--- src/rtl/noc16_aes_host_if.sv ---
// Local stream (pt/ct) and NOC16 link signals of the AES host initiator.
// slave is the initiator's view; master is the environment/peripheral view.
interface noc16_aes_host_if;
  logic         pt_valid;
  logic [127:0] pt_data;
  logic         pt_rdy;
  logic         ct_valid;
  logic [127:0] ct_data;
  logic         ct_rdy;
  logic [63:0]  Noc16_TxData_lo;
  logic [7:0]   Noc16_TxData_cmd;
  logic         Noc16_TxData_valid;
  logic         Noc16_TxData_rdy;
  logic [63:0]  Noc16_RxData_lo;
  logic [7:0]   Noc16_RxData_cmd;
  logic         Noc16_RxData_valid;
  logic         Noc16_RxData_rdy;

  modport slave (
    input  pt_valid, pt_data, ct_rdy, Noc16_TxData_rdy,
           Noc16_RxData_lo, Noc16_RxData_cmd, Noc16_RxData_valid,
    output pt_rdy, ct_valid, ct_data, Noc16_TxData_lo, Noc16_TxData_cmd,
           Noc16_TxData_valid, Noc16_RxData_rdy
  );

  modport master (
    output pt_valid, pt_data, ct_rdy, Noc16_TxData_rdy,
           Noc16_RxData_lo, Noc16_RxData_cmd, Noc16_RxData_valid,
    input  pt_rdy, ct_valid, ct_data, Noc16_TxData_lo, Noc16_TxData_cmd,
           Noc16_TxData_valid, Noc16_RxData_rdy
  );
endinterface

--- src/rtl/noc16_aes_host.sv ---
// NOC16 initiator for the AES-128 CBC peripheral: streams round keys and IV,
// splits plaintext into two cmd-2 words and rebuilds ciphertext from two 0xFF beats.
module noc16_aes_host #(
  parameter int TIMEOUT = 64
) (
  input  logic         clk,
  input  logic         rst_n,
  input  logic         i_key_we,
  input  logic [4:0]   i_key_addr,
  input  logic [63:0]  i_key_wdata,
  input  logic         i_iv_we,
  input  logic [127:0] i_iv_wdata,
  input  logic         i_load_go,
  output logic         o_busy,
  output logic [15:0]  o_blocks_done,
  output logic         o_err_unexpected,
  output logic         o_err_timeout,
  noc16_aes_host_if.slave bus
);
  localparam int TW = $clog2(TIMEOUT + 1);

  typedef enum logic [2:0] {
    IDLE, SEND_KEY, SEND_IV, SEND_PT_LO, SEND_PT_HI, WAIT_LO, WAIT_HI
  } state_t;

  state_t        r_state;
  logic [63:0]   r_key [0:21];
  logic [127:0]  r_iv;
  logic [63:0]   r_pt_hi;
  logic [63:0]   r_ct_lo;
  logic [127:0]  r_ct;
  logic          r_ct_valid;
  logic [4:0]    r_idx;
  logic [TW-1:0] r_tmo;
  logic [63:0]   r_tx_lo;
  logic [7:0]    r_tx_cmd;
  logic          r_tx_valid;
  logic          r_rx_rdy;
  logic [15:0]   r_blocks;
  logic          r_err_unexp;
  logic          r_err_tmo;

  logic       w_fire;
  logic       w_rx_ff;
  logic       w_waiting;
  logic       w_pt_rdy;
  logic       w_tmo_hit;
  logic [4:0] w_kidx;

  assign w_fire    = r_tx_valid && bus.Noc16_TxData_rdy;
  assign w_rx_ff   = bus.Noc16_RxData_valid && (bus.Noc16_RxData_cmd == 8'hFF);
  assign w_waiting = (r_state == WAIT_LO) || (r_state == WAIT_HI);
  // r_rx_rdy doubles as "out of reset" so pt_rdy reads 0 while reset is held
  assign w_pt_rdy  = r_rx_rdy && (r_state == IDLE) && !r_ct_valid && !i_load_go;
  assign w_tmo_hit = (r_tmo == TW'(TIMEOUT - 1));
  assign w_kidx    = r_idx + 5'd1;

  assign bus.pt_rdy             = w_pt_rdy;
  assign bus.ct_valid           = r_ct_valid;
  assign bus.ct_data            = r_ct;
  assign bus.Noc16_TxData_lo    = r_tx_lo;
  assign bus.Noc16_TxData_cmd   = r_tx_cmd;
  assign bus.Noc16_TxData_valid = r_tx_valid;
  assign bus.Noc16_RxData_rdy   = r_rx_rdy;
  assign o_busy                 = (r_state != IDLE);
  assign o_blocks_done          = r_blocks;
  assign o_err_unexpected       = r_err_unexp;
  assign o_err_timeout          = r_err_tmo;

  // Key/IV storage is intentionally unreset; writes only land while idle.
  always_ff @(posedge clk) begin
    if (r_state == IDLE && i_key_we && i_key_addr < 5'd22) r_key[i_key_addr] <= i_key_wdata;
    if (r_state == IDLE && i_iv_we) r_iv <= i_iv_wdata;
  end

  always_ff @(posedge clk or negedge rst_n) begin
    if (!rst_n) begin
      r_state     <= IDLE;
      r_pt_hi     <= '0;
      r_ct_lo     <= '0;
      r_ct        <= '0;
      r_ct_valid  <= 1'b0;
      r_idx       <= '0;
      r_tmo       <= '0;
      r_tx_lo     <= '0;
      r_tx_cmd    <= '0;
      r_tx_valid  <= 1'b0;
      r_rx_rdy    <= 1'b0;
      r_blocks    <= '0;
      r_err_unexp <= 1'b0;
      r_err_tmo   <= 1'b0;
    end else begin
      r_rx_rdy <= 1'b1;
      if (r_ct_valid && bus.ct_rdy) r_ct_valid <= 1'b0;
      if (w_rx_ff && !w_waiting) r_err_unexp <= 1'b1;
      // Valid is only (re)raised when rdy was seen high; a stall drops it
      // and the same word is re-presented once rdy returns.
      case (r_state)
        IDLE: begin
          if (i_load_go) begin
            r_state    <= SEND_KEY;
            r_idx      <= '0;
            r_tx_lo    <= r_key[0];
            r_tx_cmd   <= 8'h00;
            r_tx_valid <= bus.Noc16_TxData_rdy;
          end else if (bus.pt_valid && w_pt_rdy) begin
            r_pt_hi    <= bus.pt_data[127:64];
            r_state    <= SEND_PT_LO;
            r_tx_lo    <= bus.pt_data[63:0];
            r_tx_cmd   <= 8'h02;
            r_tx_valid <= bus.Noc16_TxData_rdy;
          end
        end
        SEND_KEY: begin
          if (w_fire) begin
            if (r_idx == 5'd21) begin
              r_state  <= SEND_IV;
              r_idx    <= '0;
              r_tx_lo  <= r_iv[63:0];
              r_tx_cmd <= 8'h01;
            end else begin
              r_idx   <= w_kidx;
              r_tx_lo <= r_key[w_kidx];
            end
          end else r_tx_valid <= bus.Noc16_TxData_rdy;
        end
        SEND_IV: begin
          if (w_fire) begin
            if (r_idx == 5'd0) begin
              r_idx   <= 5'd1;
              r_tx_lo <= r_iv[127:64];
            end else begin
              r_state    <= IDLE;
              r_tx_valid <= 1'b0;
            end
          end else r_tx_valid <= bus.Noc16_TxData_rdy;
        end
        SEND_PT_LO: begin
          if (w_fire) begin
            r_state <= SEND_PT_HI;
            r_tx_lo <= r_pt_hi;
          end else r_tx_valid <= bus.Noc16_TxData_rdy;
        end
        SEND_PT_HI: begin
          if (w_fire) begin
            r_state    <= WAIT_LO;
            r_tx_valid <= 1'b0;
            r_tmo      <= '0;
          end else r_tx_valid <= bus.Noc16_TxData_rdy;
        end
        WAIT_LO, WAIT_HI: begin
          if (w_rx_ff && r_state == WAIT_LO) begin
            r_ct_lo <= bus.Noc16_RxData_lo;
            r_state <= WAIT_HI;
            r_tmo   <= r_tmo + TW'(1);
          end else if (w_rx_ff) begin
            r_ct       <= {bus.Noc16_RxData_lo, r_ct_lo};
            r_ct_valid <= 1'b1;
            r_blocks   <= r_blocks + 16'd1;
            r_state    <= IDLE;
          end else if (w_tmo_hit) begin
            r_err_tmo <= 1'b1;
            r_state   <= IDLE;
          end else r_tmo <= r_tmo + TW'(1);
        end
        default: r_state <= IDLE;
      endcase
    end
  end
endmodule

--- src/flat_wrapper.sv ---
// flat-port wrapper written by rule: the top's interface ports become plain ports
module noc16_aes_host_flat 
#(
  parameter int TIMEOUT = 64
)
  (clk, rst_n, i_key_we, i_key_addr, i_key_wdata, i_iv_we, i_iv_wdata, i_load_go, o_busy, o_blocks_done, o_err_unexpected, o_err_timeout, bus_pt_valid, bus_pt_data, bus_ct_rdy, bus_Noc16_TxData_rdy, bus_Noc16_RxData_lo, bus_Noc16_RxData_cmd, bus_Noc16_RxData_valid, bus_pt_rdy, bus_ct_valid, bus_ct_data, bus_Noc16_TxData_lo, bus_Noc16_TxData_cmd, bus_Noc16_TxData_valid, bus_Noc16_RxData_rdy);
  noc16_aes_host_if bus_i ();
  input  logic clk;
  input  logic rst_n;
  input  logic i_key_we;
  input  logic [4:0] i_key_addr;
  input  logic [63:0] i_key_wdata;
  input  logic i_iv_we;
  input  logic [127:0] i_iv_wdata;
  input  logic i_load_go;
  output logic o_busy;
  output logic [15:0] o_blocks_done;
  output logic o_err_unexpected;
  output logic o_err_timeout;
  input wire logic [$bits(bus_i.pt_valid)-1:0] bus_pt_valid;
  input wire logic [$bits(bus_i.pt_data)-1:0] bus_pt_data;
  input wire logic [$bits(bus_i.ct_rdy)-1:0] bus_ct_rdy;
  input wire logic [$bits(bus_i.Noc16_TxData_rdy)-1:0] bus_Noc16_TxData_rdy;
  input wire logic [$bits(bus_i.Noc16_RxData_lo)-1:0] bus_Noc16_RxData_lo;
  input wire logic [$bits(bus_i.Noc16_RxData_cmd)-1:0] bus_Noc16_RxData_cmd;
  input wire logic [$bits(bus_i.Noc16_RxData_valid)-1:0] bus_Noc16_RxData_valid;
  output wire logic [$bits(bus_i.pt_rdy)-1:0] bus_pt_rdy;
  output wire logic [$bits(bus_i.ct_valid)-1:0] bus_ct_valid;
  output wire logic [$bits(bus_i.ct_data)-1:0] bus_ct_data;
  output wire logic [$bits(bus_i.Noc16_TxData_lo)-1:0] bus_Noc16_TxData_lo;
  output wire logic [$bits(bus_i.Noc16_TxData_cmd)-1:0] bus_Noc16_TxData_cmd;
  output wire logic [$bits(bus_i.Noc16_TxData_valid)-1:0] bus_Noc16_TxData_valid;
  output wire logic [$bits(bus_i.Noc16_RxData_rdy)-1:0] bus_Noc16_RxData_rdy;
  assign bus_i.pt_valid = bus_pt_valid;
  assign bus_i.pt_data = bus_pt_data;
  assign bus_i.ct_rdy = bus_ct_rdy;
  assign bus_i.Noc16_TxData_rdy = bus_Noc16_TxData_rdy;
  assign bus_i.Noc16_RxData_lo = bus_Noc16_RxData_lo;
  assign bus_i.Noc16_RxData_cmd = bus_Noc16_RxData_cmd;
  assign bus_i.Noc16_RxData_valid = bus_Noc16_RxData_valid;
  assign bus_pt_rdy = bus_i.pt_rdy;
  assign bus_ct_valid = bus_i.ct_valid;
  assign bus_ct_data = bus_i.ct_data;
  assign bus_Noc16_TxData_lo = bus_i.Noc16_TxData_lo;
  assign bus_Noc16_TxData_cmd = bus_i.Noc16_TxData_cmd;
  assign bus_Noc16_TxData_valid = bus_i.Noc16_TxData_valid;
  assign bus_Noc16_RxData_rdy = bus_i.Noc16_RxData_rdy;
  noc16_aes_host #(.TIMEOUT(TIMEOUT)) u_core (.clk(clk), .rst_n(rst_n), .i_key_we(i_key_we), .i_key_addr(i_key_addr), .i_key_wdata(i_key_wdata), .i_iv_we(i_iv_we), .i_iv_wdata(i_iv_wdata), .i_load_go(i_load_go), .o_busy(o_busy), .o_blocks_done(o_blocks_done), .o_err_unexpected(o_err_unexpected), .o_err_timeout(o_err_timeout), .bus(bus_i));
endmodule
--- config.mk ---
export PLATFORM = sky130hd
export DESIGN_NAME = noc16_aes_host_flat
export DESIGN_NICKNAME = d
export VERILOG_FILES = /design/src/rtl/noc16_aes_host_if.sv /design/src/rtl/noc16_aes_host.sv /design/src/flat_wrapper.sv
export SDC_FILE = /design/constraint.sdc
export NUM_CORES = 2
export LEC_CHECK = 0
export ABC_AREA = 0
export CORE_MARGIN = 5
export CORE_UTILIZATION = 40
export DETAILED_ROUTE_END_ITERATION = 16
export DONT_BUFFER_PORTS = 1
export HOLD_SLACK_MARGIN = 0.05
export PLACE_DENSITY_LB_ADDON = 0.15
export SLEW_MARGIN = 15
export SYNTH_ARGS = -nofsm -noshare
export SYNTH_HDL_FRONTEND = slang
export SYNTH_SLANG_ARGS = --single-unit
--- constraint.sdc ---
create_clock -name clk -period 11.6 [get_ports clk]
set_input_delay 1.74 -clock clk [delete_from_list [all_inputs] [get_ports clk]]
set_output_delay 1.74 -clock clk [all_outputs]
set_load 0.1 [all_outputs]
==> impl_results.md <==
- Status: finished with violations
- Failing checks: max-slew violations
- Buf+Inv Stages, Crit Path: 3
- Mean Syn Cell Area: 18.41 sq um
- Rows: between 150 and 200
- Max-slew headroom: -4.168%
- Sequential Power Share: 45.1%
- Combinational share of power: 22.9%
- Tmin final: approximately 5.2 ns
- Number of synthesized flops with an enable pin: 1536
- Ys Warns: 0
- Yosys cell types: 75
- Total track usage: 22.58%
- Pint: 13.32 mW
- Layout Nets: between 4k and 5k
- Leak: about 28 nW
- Worst setup EP type: register
- Area growth syn-to-layout: 12.58%
- CP Cell Sequence: clkinv_1, ha_4, buf_4, buf_4, mux4_2, nor2_1, a2111oi_0, nor4_1, a211oi_1
- Clock share of power: 32.0%
- Layout cells sized above 1: 24.01%
- Largest net degree at the start of global routing: 359
- Final Setup Violations: 0
- Design Power: 20.08 mW
- First-pass GRT wire length: about 320000 um
- Final hold vios: 0
- Clock root cell: clkbuf_16
- Number of setup buffers added after CTS: 0
- Clock Skew: 0.04031 ns
- DR DRC count: 0
- Die Width: 442.8 um
- Worst setup SP type: register
- RSZ-0062 raised after global routing: false
- Most frequent cells in the layout: edfxtp_1 (1536), dfrtp_1 (354), mux4_2 (320), mux2_2 (259), clkbuf_16 (208)
- Detail-routed net length per standard cell: 33.44 um
- Number of fill cells: 15.93k
- Net Switching: just under 7 mW
- Clock Path Buffers: 3
- Worst hold endpoint: u_core.bus.ct_data[35]$_DFFE_PN0P_
- Core area: 185800 sq um
- Sequential cell area: 55100 sq um
- DRT iter0 DRCs: between 3k and 4k
- Worst-skew pair later-pin latency: 0.86 ns
- Io pins: roughly 630
- Crit-path max FO: 48
- Worst R2R Setup Slack: 6.39 ns
- Initial Util: between 40% and 50%
- Hold buffer count at cts: 0
- Sequential element share of the synthesized area: 73.51%
- CTS tree: built
- Fin crit share: approximately 45%
- Critical Path Max Stage Delay: ~0.86 ns
- CP top delay family: buffers and inverters
- Sw Ratio: 33.65%
- Hold Path Class: reg2reg
- R2r endpoint: u_core.bus.Noc16_TxData_lo[2]$_DFFE_PN0P_
- Worst-path clk slew: 0.06 ns
- WL final: 225900 um
- Num CTS Buffers: 204
- Max-cap violations: 0
- Routed Antenna Nets: 0
- Setup_tns: 0 ns
- Vias in the first global route: 40.27k
- Number of synthesized register bits: around 1.9k
- Primary FF master, synth: edfxtp_1
- Commonest non-fill, non-tap cell in the layout: edfxtp_1
- Vias: approximately 40k
- Pwr per Cell Area: roughly 240 nW/um^2
- Resized Gates After CTS: 0
- CTS H-tree depth: 4
- R2R Path Start: u_core.r_idx[0]$_DFFE_PN0P_
- CP arrival: 5.94 ns
- Multi-input gate area: 18440 sq um
- Worst r2r path cells: 9
- Die area: 196100 sq um
- Source of the worst hold timing path: u_core.r_ct_lo[35]$_DFFE_PN0P_
- Worst-margin pin slew: between 1.5 and 2 ns
- Num Clock Sinks: 1894
- Grt total ovfl: 0
- Post-Syn Instances: around 4.1k
- Initial antenna violation count: 36
- Fin. max-slew vios: 34
- Worst path required time: 12.33 ns
- IO Port Bufs: 0
- CP most frequent cell: buf_4
- Critical path class: reg2reg
- Synthesized area: between 70000 and 80000 sq um
- Worst hold stages: 1
- RePlAce Congestion: roughly 0.76
- Maximum vdd drop: 0.0001540 V
- Max Fclk: 191.8 MHz
- DR pass1 iterations: 5
- HPWL after detailed placement: 127800 um
- Vias per inst: slightly below 6
- DIE HEIGHT: roughly 440 um
- Ys async rst share: 18.90%
- CP max stage cell: ha_4
-- synth_stat cells (5+ instances only) --
master	count	share of area, %
edfxtp_1	1536	62
dfrtp_1	358	12
mux4_2	320	9.6
mux2_2	259	3.9
nand2_1	207	1.0
a21oi_1	135	0.90
mux2i_1	129	1.7
clkbuf_1	117	0.59
buf_2	110	0.73
nor2_1	104	0.52
inv_1	75	0.38
nand3_1	73	0.49
a2111oi_0	65	0.76
o2111ai_1	64	0.75
nor3_1	63	0.42
nor4_1	63	0.53
a221o_1	62	0.83
or3_1	62	0.52
a211oi_1	57	0.57
buf_4	30	0.30
buf_1	13	0.065
nand4_1	12	0.10
o21ai_0	12	0.080
xnor2_1	11	0.13
and3_1	9	0.075
a211oi_2	7	0.12
and2_1	7	0.058
buf_6	7	0.11
xor2_1	7	0.082
buf_8	6	0.12
nand2b_1	6	0.050
ha_1	5	0.083
nor2b_1	5	0.042
o22ai_1	5	0.042
-- worst register-to-register path, delay by kind of cell (launching register included) --
kind / cells / cell delay (ns)
fa+ha+maj: 1 / 0.86
flops: 1 / 0.85
mux: 1 / 0.37
compound gates: 2 / 0.86
buf+inv: 3 / 2.02
simple gates: 2 / 0.14
-- stage by stage --
stage                     util [%]  cell area, sq um  instances  hold WS, ns  setup WS (ns)
final                        45.40             84360       6754       0.4926          6.386
after floorplan                  -             74950       4075       0.4749          2.289
after global placement       41.80             77670       6357       0.4808          6.340
after CTS                    45.38             84320       6741       0.4933          6.234
after global routing         45.38             84340       6746       0.5095          5.971
after detailed placement     41.80             77670       6357       0.4852          6.305
-- logic make-up after synthesis --
logic type | Yosys count | synth area share, %
XOR/XNOR | 20 | 0.2538
adder cells (fa/ha/maj) | 5 | 0.08349
AND/OR/NAND/NOR | 633 | 4.121
flip-flops | 1894 | 73.51
buffers and inverters | 362 | 2.311
AO/OA/AOI/OAI | 445 | 4.463
other | 2 | 0.01002
multiplexers | 709 | 15.25
-- power groups by stage --
stage / clock [mW] / combinational, mW / sequential (mW)
after floorplan: 0 / 3.26 / 8.95
after global placement: 0 / 4.65 / 9.20
after CTS: 6.57 / 4.68 / 9.07
after detailed placement: 0 / 4.67 / 9.21
final: 6.42 / 4.60 / 9.05
after global routing: 6.86 / 4.92 / 9.10
-- routing by layer --
metal | share of wire [%] | global-route usage [%] | vias to the layer above | wire (um)
li1 | - | - | 16477 | -
met1 | 41 | 29.82 | 21569 | 92720
met2 | 50 | 38.10 | 1339 | 113400
met3 | 7.1 | 5.590 | 255 | 16110
met4 | 1.6 | 4.813 | 12 | 3604
met5 | 0.036 | 0 | - | 81
-- worst max-delay path by stage --
| stage | from | to | slack (ns) | cells after the start |
|---|---|---|---|---|
| after global placement | u_core.r_idx[0]$_DFFE_PN0P_ | u_core.bus.Noc16_TxData_lo[47]$_DFFE_PN0P_ | 6.34 | 9 |
| after floorplan | i_key_we | u_core.r_key[1][0]$_DFFE_PP_ | 2.29 | 3 |
| after global routing | u_core.r_idx[0]$_DFFE_PN0P_ | u_core.bus.Noc16_TxData_lo[2]$_DFFE_PN0P_ | 5.97 | 9 |
| after detailed placement | u_core.r_idx[0]$_DFFE_PN0P_ | u_core.bus.Noc16_TxData_lo[2]$_DFFE_PN0P_ | 6.31 | 9 |
| after CTS | u_core.r_idx[0]$_DFFE_PN0P_ | u_core.bus.Noc16_TxData_lo[2]$_DFFE_PN0P_ | 6.23 | 9 |
| final | u_core.r_idx[0]$_DFFE_PN0P_ | u_core.bus.Noc16_TxData_lo[2]$_DFFE_PN0P_ | 6.39 | 9 |
-- layout make-up --
class                      count  share of cell area, %
antenna                       13                0.03856
clock buffer                 299                  6.884
clock inverter                85                  1.004
inverter                      77                 0.3456
multi-input combinational   1819                  21.86
sequential                  1894                  65.31
tap                         2480                  3.678
timing repair buffer          87                 0.8721
-- registers in the layout (all words and copies together), names as in the netlist, 2 cells and up --
signal,flops
u_core.bus.Noc16_TxData_cmd,2
u_core.bus.Noc16_TxData_lo,64
u_core.bus.ct_data,128
u_core.o_blocks_done,16
u_core.r_ct_lo,64
u_core.r_idx,5
u_core.r_iv,128
u_core.r_key,1408
u_core.r_pt_hi,64
u_core.r_state,3
u_core.r_tmo,7
(Power assumes the default switching activity.)
